File: src/rtl/compare_timer.sv
// ============================================================================
// Module   : compare_timer
// Brief    : Multi-channel compare timer (periodic / one-shot / sequence)
//            with shadow-buffered compare targets.
// Revision : 1.0 - initial release
// ============================================================================
`default_nettype none

module compare_timer #(
    parameter int DATA_WIDTH = 32,
    parameter int NUM_CH     = 4,
    localparam int CH_W      = $clog2(NUM_CH)
) (
    input  logic                         i_clk,
    input  logic                         i_reset,
    input  logic                         i_enable,
    input  logic [1:0]                   i_mode,
    input  logic [CH_W-1:0]              i_sel,
    input  logic                         i_load,
    input  logic [NUM_CH*DATA_WIDTH-1:0] i_cmp_data,
    output logic [DATA_WIDTH-1:0]        o_count,
    output logic                         o_valid,
    output logic [CH_W-1:0]              o_match_ch,
    output logic                         o_busy,
    output logic                         o_done
);

    localparam logic [1:0]      C_MODE_ONESHOT = 2'b01;
    localparam logic [1:0]      C_MODE_SEQ     = 2'b10;
    localparam logic [CH_W-1:0] C_LAST_CH      = CH_W'(NUM_CH - 1);

    typedef enum logic [1:0] {
        S_IDLE = 2'd0,
        S_RUN  = 2'd1,
        S_DONE = 2'd2
    } state_t;

    state_t                r_state;
    state_t                w_state_nxt;
    logic [DATA_WIDTH-1:0] r_count;
    logic                  r_valid;
    logic [CH_W-1:0]       r_match_ch;
    logic [CH_W-1:0]       r_ch;
    logic [1:0]            r_mode;
    logic [DATA_WIDTH-1:0] r_shadow [NUM_CH];
    logic [DATA_WIDTH-1:0] r_active [NUM_CH];

    logic                  w_match;
    logic [CH_W-1:0]       w_sel;
    logic [CH_W-1:0]       w_ch_next;

    // A match is suppressed when enable drops in the same cycle.
    assign w_match   = (r_state == S_RUN) && i_enable && (r_count == r_active[r_ch]);
    assign w_sel     = (i_sel > C_LAST_CH) ? '0 : i_sel;
    assign w_ch_next = (r_ch == C_LAST_CH) ? '0 : r_ch + 1'b1;

    always_ff @(posedge i_clk or posedge i_reset) begin
        if (i_reset) begin
            r_state <= S_IDLE;
        end else begin
            r_state <= w_state_nxt;
        end
    end

    always_comb begin
        w_state_nxt = r_state;
        case (r_state)
            S_IDLE: if (i_enable) w_state_nxt = S_RUN;
            S_RUN: begin
                if (!i_enable) begin
                    w_state_nxt = S_IDLE;
                end else if (w_match && (r_mode == C_MODE_ONESHOT)) begin
                    w_state_nxt = S_DONE;
                end
            end
            S_DONE: if (!i_enable) w_state_nxt = S_IDLE;
            default: w_state_nxt = S_IDLE;
        endcase
    end

    always_ff @(posedge i_clk or posedge i_reset) begin
        if (i_reset) begin
            r_count    <= '0;
            r_valid    <= 1'b0;
            r_match_ch <= '0;
            r_ch       <= '0;
            r_mode     <= '0;
            for (int c = 0; c < NUM_CH; c++) begin
                r_shadow[c] <= '0;
                r_active[c] <= '0;
            end
        end else begin
            r_valid <= w_match;
            if (w_match) begin
                r_match_ch <= r_ch;
            end
            if (i_load) begin
                for (int c = 0; c < NUM_CH; c++) begin
                    r_shadow[c] <= i_cmp_data[c*DATA_WIDTH +: DATA_WIDTH];
                end
            end
            case (r_state)
                S_RUN: begin
                    // Active targets only change at interval boundaries; they
                    // take the shadow value as it stood before this edge.
                    if (!i_enable || w_match) begin
                        r_count <= '0;
                        for (int c = 0; c < NUM_CH; c++) begin
                            r_active[c] <= r_shadow[c];
                        end
                        if (w_match && (r_mode == C_MODE_SEQ)) begin
                            r_ch <= w_ch_next;
                        end
                    end else begin
                        r_count <= r_count + 1'b1;
                    end
                end
                default: begin
                    r_count <= '0;
                    if (i_load) begin
                        for (int c = 0; c < NUM_CH; c++) begin
                            r_active[c] <= i_cmp_data[c*DATA_WIDTH +: DATA_WIDTH];
                        end
                    end
                    if ((r_state == S_IDLE) && i_enable) begin
                        r_mode <= i_mode;
                        r_ch   <= w_sel;
                    end
                end
            endcase
        end
    end

    assign o_count    = r_count;
    assign o_valid    = r_valid;
    assign o_match_ch = r_match_ch;
    assign o_busy     = (r_state == S_RUN);
    assign o_done     = (r_state == S_DONE);

endmodule

`default_nettype wire

File: config.mk
export PLATFORM = sky130hd
export DESIGN_NAME = compare_timer
export DESIGN_NICKNAME = d
export VERILOG_FILES = /design/src/rtl/compare_timer.sv
export SDC_FILE = /design/constraint.sdc
export NUM_CORES = 1
export LEC_CHECK = 0
export BUFFER_PORTS_ARGS = -buffer_cell sky130_fd_sc_hd__buf_2
export CAP_MARGIN = 20
export CORE_MARGIN = 1
export CORE_UTILIZATION = 50
export DETAILED_ROUTE_END_ITERATION = 8
export PLACE_DENSITY = 0.7
export SLEW_MARGIN = 20
export SYNTH_ARGS = -nofsm -noshare
export SYNTH_HDL_FRONTEND = slang
export SYNTH_SLANG_ARGS = --single-unit
File: constraint.sdc
create_clock -name i_clk -period 28.9 [get_ports i_clk]
set_clock_uncertainty 0.05 [all_clocks]
set_input_delay 5.78 -clock i_clk [delete_from_list [all_inputs] [get_ports i_clk]]
set_output_delay 5.78 -clock i_clk [all_outputs]
set_load 0.01 [all_outputs]
==> flow_summary.yaml, run 1 <==
layout:
  final_cell_mix: "dfrtp_1 (296), buf_2 (171), nand2_1 (139)"
  nNetsFinal: 1521
  layout-drive-gt1-share_pct: 36.8
  final_cell_count_no_fill: 1803
  final_area_um2: 17700
  area_growth_pct: 13.0
  final_common_cell: "dfrtp_1"
  multi_input_area_um2: 7620
  nFillCells: 2545
  antenna_cells: 0
  seqCellArea_um2: 7430
power:
  power_frac_comb_pct: 16.8
  totalPowerFinal_uw: 1150
  clkPwrFrac_pct: 38.9
  p_per_area_nw_per_um2: 64.5
  pwr-share-seq_pct: 44.3
  p_switching_uw: 321
  switching_share_pct: 28.0
  total_leakage_power_uw: 0.00716
  internal_power_uw: 825
  vdd_drop_max_mv: 0.0444
clock_network:
  cts_tree: "yes"
  postCtsHoldBufs: 0
  cts_setup_buffers: 0
  ctsResizeCount: 0
  cts_buffer_depth: 3
  cts-root-buf: "clkbuf_16"
  numClockSinks: 297
  insertion_delay_ns: 0.53
  htreeDepth: 2
  numCtsBuffers: 35
  clk_pin_slew_worst_paths_ns: 0.06
timing:
  grt_setup_unrepaired: "no"
  min_period_ns: 8.31
  hold_viol: 0
  slew_violations: 0
  relSlewSlack_pct: 24.4
  tns_ns: 0
  max_freq_mhz: 120
  worst_pin_slew_ns: 1.13
  min_period_over_period_pct: 28.8
  setup_violations: 0
die:
  dieArea_um2: 32100
  top_level_ports: 173
  core_um2: 30700
  num_rows: 64
  start_util_pct: 51.1
  die_height_um: 179
  die_w_um: 179
worst_setup_path:
  crit_type: "in -> reg"
  rr_startpoint: "r_ch[0]"
  rr_worst_depth: 9
  reg2reg_slack_ns: 23.36
  crit_arrival_ns: 8.62
  cp.required_ns: 29.20
  crit_path_end_kind: "register"
  worstPathMaxFanout: 68
  startpoint_type: "primary input"
  worstReg2RegEnd: "r_active[73]"
detailed_routing:
  routed-via-count: 11726
  drtPass1Iterations: 8
  drtIter0Drc: 1235
  wl_per_cell_um: 24.4
  via_per_inst: 6.50
  routed_wl_mm: 44.0
  final_antenna_net_count: 0
  drc: 23
global_routing:
  antenna_found_initial: 0
  grt_use_total_pct: 27.8
  grt-ovfl-total: 0
  grt_pass1_wl_mm: 67.4
  grt_pass1_vias: 11117
  grt_max_degree: 185
synthesis:
  synth-xor-area-share_pct: 3.46
  yosys.area_share.simple_pct: 12.9
  synth_nets: 1428
  syn-instance-count: 1290
  synth_mux_area_share_pct: 14.1
  synth_compound_area_share_pct: 17.7
  ys_types: 40
  ys_ff_latch: 297
  synth_area_per_cell_um2: 12.2
  yosysWarnings: 0
  synth_top_family_by_area: "compound AO/OA/AOI/OAI gates"
  synth-async-reset-ratio_pct: 100
  synth-main-ff-cell: "dfrtp_1"
  synth_adder_area_share_pct: 0.159
  synth_seq_area_share_pct: 47.3
  synth_edf_count: 0
  synth.cell_area_um2: 15700
hold_path:
  hp-start: "r_shadow[44]"
  hold_end: "r_shadow[44]"
  hold_depth: 1
  hold_class: "reg -> reg"
run:
  drv_cap: 0
run_status:
  status: "finished with violations"
  violations: "design-rule violations"
placed_design:
  placed_area_um2: 16500
  dpl.hpwl_mm: 28.1
  gp_congestion: 0.882
  dp.cells: 1741
  io_buffer_count: 172
## sequential cells by signal (all words and copies together) (netlist names)
register,cells
o_count,32
r_shadow,128
o_valid,1
r_state,2
o_match_ch,2
r_ch,2
r_mode,2
r_active,128
## worst max-delay path, cell delays in order
cell      delay (ns)
buf_2           0.11
and2_4          0.51
o21a_4          0.94
buf_4           0.96
o221ai_1        0.21
## metal layers
metal / track usage (%) / vias up / part of all wire [%]
met5: 0 / - / 0
met4: 9.94 / 0 / 3.3
met1: 41.4 / 6052 / 44
li1: - / 5111 / -
met2: 39.4 / 483 / 44
met3: 6.15 / 80 / 8.2
## final cells by class
class / count / area share, %
Multi-Input combinational cell: 860 / 43.0
Sequential cell: 297 / 41.9
Clock buffer: 55 / 6.16
Timing Repair Buffer: 185 / 5.62
Tap cell: 396 / 2.79
Clock inverter: 6 / 0.430
Inverter: 4 / 0.141
## cells in the mapped netlist, types with 2 or more instances
cell type,count,area [µm²]
dfrtp_1,297,7430
nand2_1,139,522
mux2_2,132,1490
a22oi_1,128,961
nand3b_1,128,961
o221ai_2,100,1500
clkbuf_1,92,345
xor2_1,50,438
nor2_1,37,139
mux4_2,32,721
o221ai_1,28,245
buf_6,23,259
xnor2_1,12,105
nand3_1,11,55.1
nand4_1,11,68.8
buf_2,8,40.0
nor4_1,7,43.8
and3_1,5,31.3
buf_1,5,18.8
nor3_1,5,25.0
and2_1,4,25.0
inv_1,4,15.0
nor2b_1,4,25.0
or3_1,4,25.0
nand2b_1,3,18.8
a211oi_1,2,15.0
and4_1,2,17.5
ha_1,2,25.0
nand4_2,2,25.0
nor4_2,2,25.0
o211ai_1,2,15.0
## cell families after synthesis
kind of cell / after synthesis
and+or+nand+nor: 366
DFF: 297
AOI/OAI and AO/OA: 265
muxes: 165
buffers and inverters: 133
xor gates and xnor gates: 62
adders and majority gates: 2
## how the worst max path moves through the flow
stage / startpoint / end / slack (ns) / depth (start not counted)
floorplan: i_reset / o_count[0] / 14.87 / 1
global placement: i_enable / r_active[73] / 20.09 / 5
detailed placement: i_enable / r_active[73] / 20.08 / 5
CTS: i_enable / r_active[84] / 20.62 / 5
global route: i_enable / r_active[86] / 20.43 / 5
finish: i_enable / r_active[84] / 20.59 / 5
## power groups by stage
stage	combinational (µW)	sequential, µW	clock (µW)
2_1_floorplan	148	491	0
3_3_place_gp	188	509	0
3_5_place_dp	193	512	0
4_1_cts	193	505	452
5_1_grt	208	511	469
6_report	192	507	446
## per-stage QoR
stage | util (%) | setup WS, ns | hold WS (ns)
global route | 57.7 | 20.43 | 0.466
CTS | 57.6 | 20.62 | 0.458
detailed placement | 53.8 | 20.08 | 0.446
floorplan | - | 14.87 | 0.431
finish | 57.7 | 20.59 | 0.455
global placement | 53.8 | 20.09 | 0.439
Power figures use the tool's default switching activity.
==> run 2: changes to the inputs <==
- ABC_AREA: unset -> 1
- PLACE_DENSITY: 0.7 -> 0.73
- clock period: 28.9 -> 6.7 ns (I/O delays scaled with it)
==> flow_summary.yaml, run 2 <==
detailed_routing:
  via_per_inst: 5.20
  routed_wl_mm: 38.1
  drc: 0
  routed-via-count: 12352
  drtPass1Iterations: 5
  final_antenna_net_count: 0
  wl_per_cell_um: 16.0
  drtIter0Drc: 1287
synthesis:
  synth_commonest_cells: "nand2_1 (570), dfrtp_1 (297), o21ai_0 (181), inv_1 (174), nor2_1 (144)"
  syn-instance-count: 1862
  synth-async-reset-ratio_pct: 100
  synth.cell_area_um2: 14200
  yosysTopAreaCellShare_pct: 52.2
  synth-main-ff-cell: "dfrtp_1"
  synth_seq_area_share_pct: 52.2
  synth_area_leader_cell: "dfrtp_1"
  synth.area.top_cells: "dfrtp_1 (52%), nand2_1 (15%), o21ai_0 (6.4%)"
  synth_most_common_cell: "nand2_1"
  synth_area_per_cell_um2: 7.64
  yosysWarnings: 0
  ys_ff_latch: 297
  ys_types: 28
  synth_edf_count: 0
  synth_nets: 2000
die:
  dieArea_um2: 29100
  num_rows: 61
  die_height_um: 171
  top_level_ports: 173
  core_um2: 27900
  die_w_um: 171
  start_util_pct: 51.1
layout:
  final_cell_count_no_fill: 2375
  final_common_cell: "nand2_1"
  nFillCells: 2580
  area_growth_pct: 14.8
  final_cell_mix: "nand2_1 (570), dfrtp_1 (296), o21ai_0 (181)"
  layout-drive-gt1-share_pct: 12.1
  final_area_um2: 16300
  nNetsFinal: 2112
  antenna_cells: 0
timing:
  min_period_over_period_pct: 63.7
  relSlewSlack_pct: 32.2
  whs_ns: 0.441
  setup_violations: 0
  grt_setup_unrepaired: "no"
  slew_violations: 0
  tns_ns: 0
  min_period_ns: 4.27
  worst_pin_slew_ns: 1.02
  hold_viol: 0
  max_freq_mhz: 234
power:
  clkPwrFrac_pct: 32.4
  vdd_drop_max_mv: 0.199
  p_switching_uw: 1920
  power_frac_comb_pct: 26.4
  pwr-share-seq_pct: 41.2
  total_leakage_power_uw: 0.00798
  p_per_area_nw_per_um2: 338
  internal_power_uw: 3600
  switching_share_pct: 34.7
global_routing:
  grt-ovfl-total: 0
  grt_pass1_vias: 11252
  grt_max_degree: 167
  grt_use_total_pct: 26.9
  antenna_found_initial: 0
  grt_pass1_wl_mm: 60.2
clock_network:
  numCtsBuffers: 34
  insertion_delay_ns: 0.51
  cts-root-buf: "clkbuf_16"
  htreeDepth: 2
  clk_pin_slew_worst_paths_ns: 0.06
  cts_setup_buffers: 0
  ctsResizeCount: 0
  numClockSinks: 297
  postCtsHoldBufs: 0
  cts_tree: "yes"
  cts_buffer_depth: 3
placed_design:
  gp_congestion: 0.979
  dpl.hpwl_mm: 27.2
  dp.cells: 2315
  placed_area_um2: 15200
  io_buffer_count: 172
worst_setup_path:
  cp-startpoint: "r_ch[0]"
  crit_type: "reg -> reg"
  rr_startpoint: "r_ch[0]"
  startpoint_type: "register"
  cp.required_ns: 7.02
  crit_path_end_kind: "register"
  crit_arrival_ns: 4.59
  worstPathMaxFanout: 166
run_status:
  status: "finished clean"
run:
  drv_cap: 0
hold_path:
  hold_class: "reg -> reg"
  hp-start: "r_active[25]"
-- run 2: cell types whose count changed in the layout (fill, tap and decap cells not counted), sizes merged, moves of 28 or more --
cell / change
nor2: +107
nand2: +432
xor2: -28
o221ai: -128
nand3: +100
a22oi: -128
o21ai: +301
mux4: -32
a21oi: +91
nand3b: -123
inv: +170
mux2: -131
-- run 2: power groups by stage --
stage	registers [µW]	clock network, µW	logic, µW
CTS	2270	1820	1450
global route	2300	1890	1670
detailed placement	2290	0	1440
finish	2270	1790	1460
floorplan	2220	0	1090
global placement	2290	0	1410
-- run 2: logic make-up (layout without fill, tap and decap cells) --
group | Yosys count | after routing | share of synthesized area [%]
AOI/OAI and AO/OA | 396 | 396 | 14.0
xor gates and xnor gates | 22 | 22 | 1.35
adders and majority gates | 2 | 2 | 0.176
buffers and inverters | 285 | 420 | 8.03
DFF | 297 | 297 | 52.2
muxes | 1 | 1 | 0.0791
and+or+nand+nor | 859 | 859 | 24.1
-- run 2: layout make-up --
class | count | area [µm²] | area share [%]
Multi-Input combinational cell | 1280 | 5670 | 34.7
Sequential cell | 297 | 7430 | 45.5
Inverter | 177 | 671 | 4.11
Clock buffer | 54 | 1050 | 6.43
Clock inverter | 5 | 31.3 | 0.192
Tap cell | 378 | 473 | 2.90
Timing Repair Buffer | 184 | 1010 | 6.17
-- run 2: worst max-delay path, stage by stage, from the launching register on --
cell	delay (ns)
dfrtp_2	0.38
buf_4	0.30
inv_2	0.82
nand2_1	0.13
nand3_1	0.16
nand3_1	0.09
nand2_1	0.12
nand3_1	0.08
nor2_1	0.14
nand2_1	0.08
nor2_2	0.15
nand2_1	0.08
nand2_2	0.54
o21ai_4	0.26
buf_12	0.34
nand2_1	0.16
o21ai_1	0.08
-- run 2: final timing paths --
kind / cells past startpoint / end / slack, ns
setup / recovery: 16 / r_active[53] / 2.43
hold / removal: 2 / r_active[25] / 0.44
setup reg to reg: 16 / r_active[53] / 2.43
hold reg to reg: 2 / r_active[25] / 0.44
max in group asynchronous: 3 / r_active[59] / 4.86
min in group asynchronous: 2 / r_shadow[63] / 0.78
-- run 2: stage by stage --
stage	total power, µW	setup slack [ns]	utilization (%)
after detailed placement	3740	2.50	54.7
final	5520	2.43	58.6
after global routing	5850	2.03	58.6
after floorplan	3310	1.36	-
after global placement	3700	2.56	54.7
after CTS	5530	2.50	58.6
-- run 2: routing by layer --
metal / vias up / routed length (µm) / track usage [%]
met5: - / 0 / 0
met4: 0 / 915 / 7.99
met3: 62 / 2800 / 5.09
met2: 433 / 17000 / 40.6
met1: 5705 / 17400 / 39.3
li1: 6152 / - / -
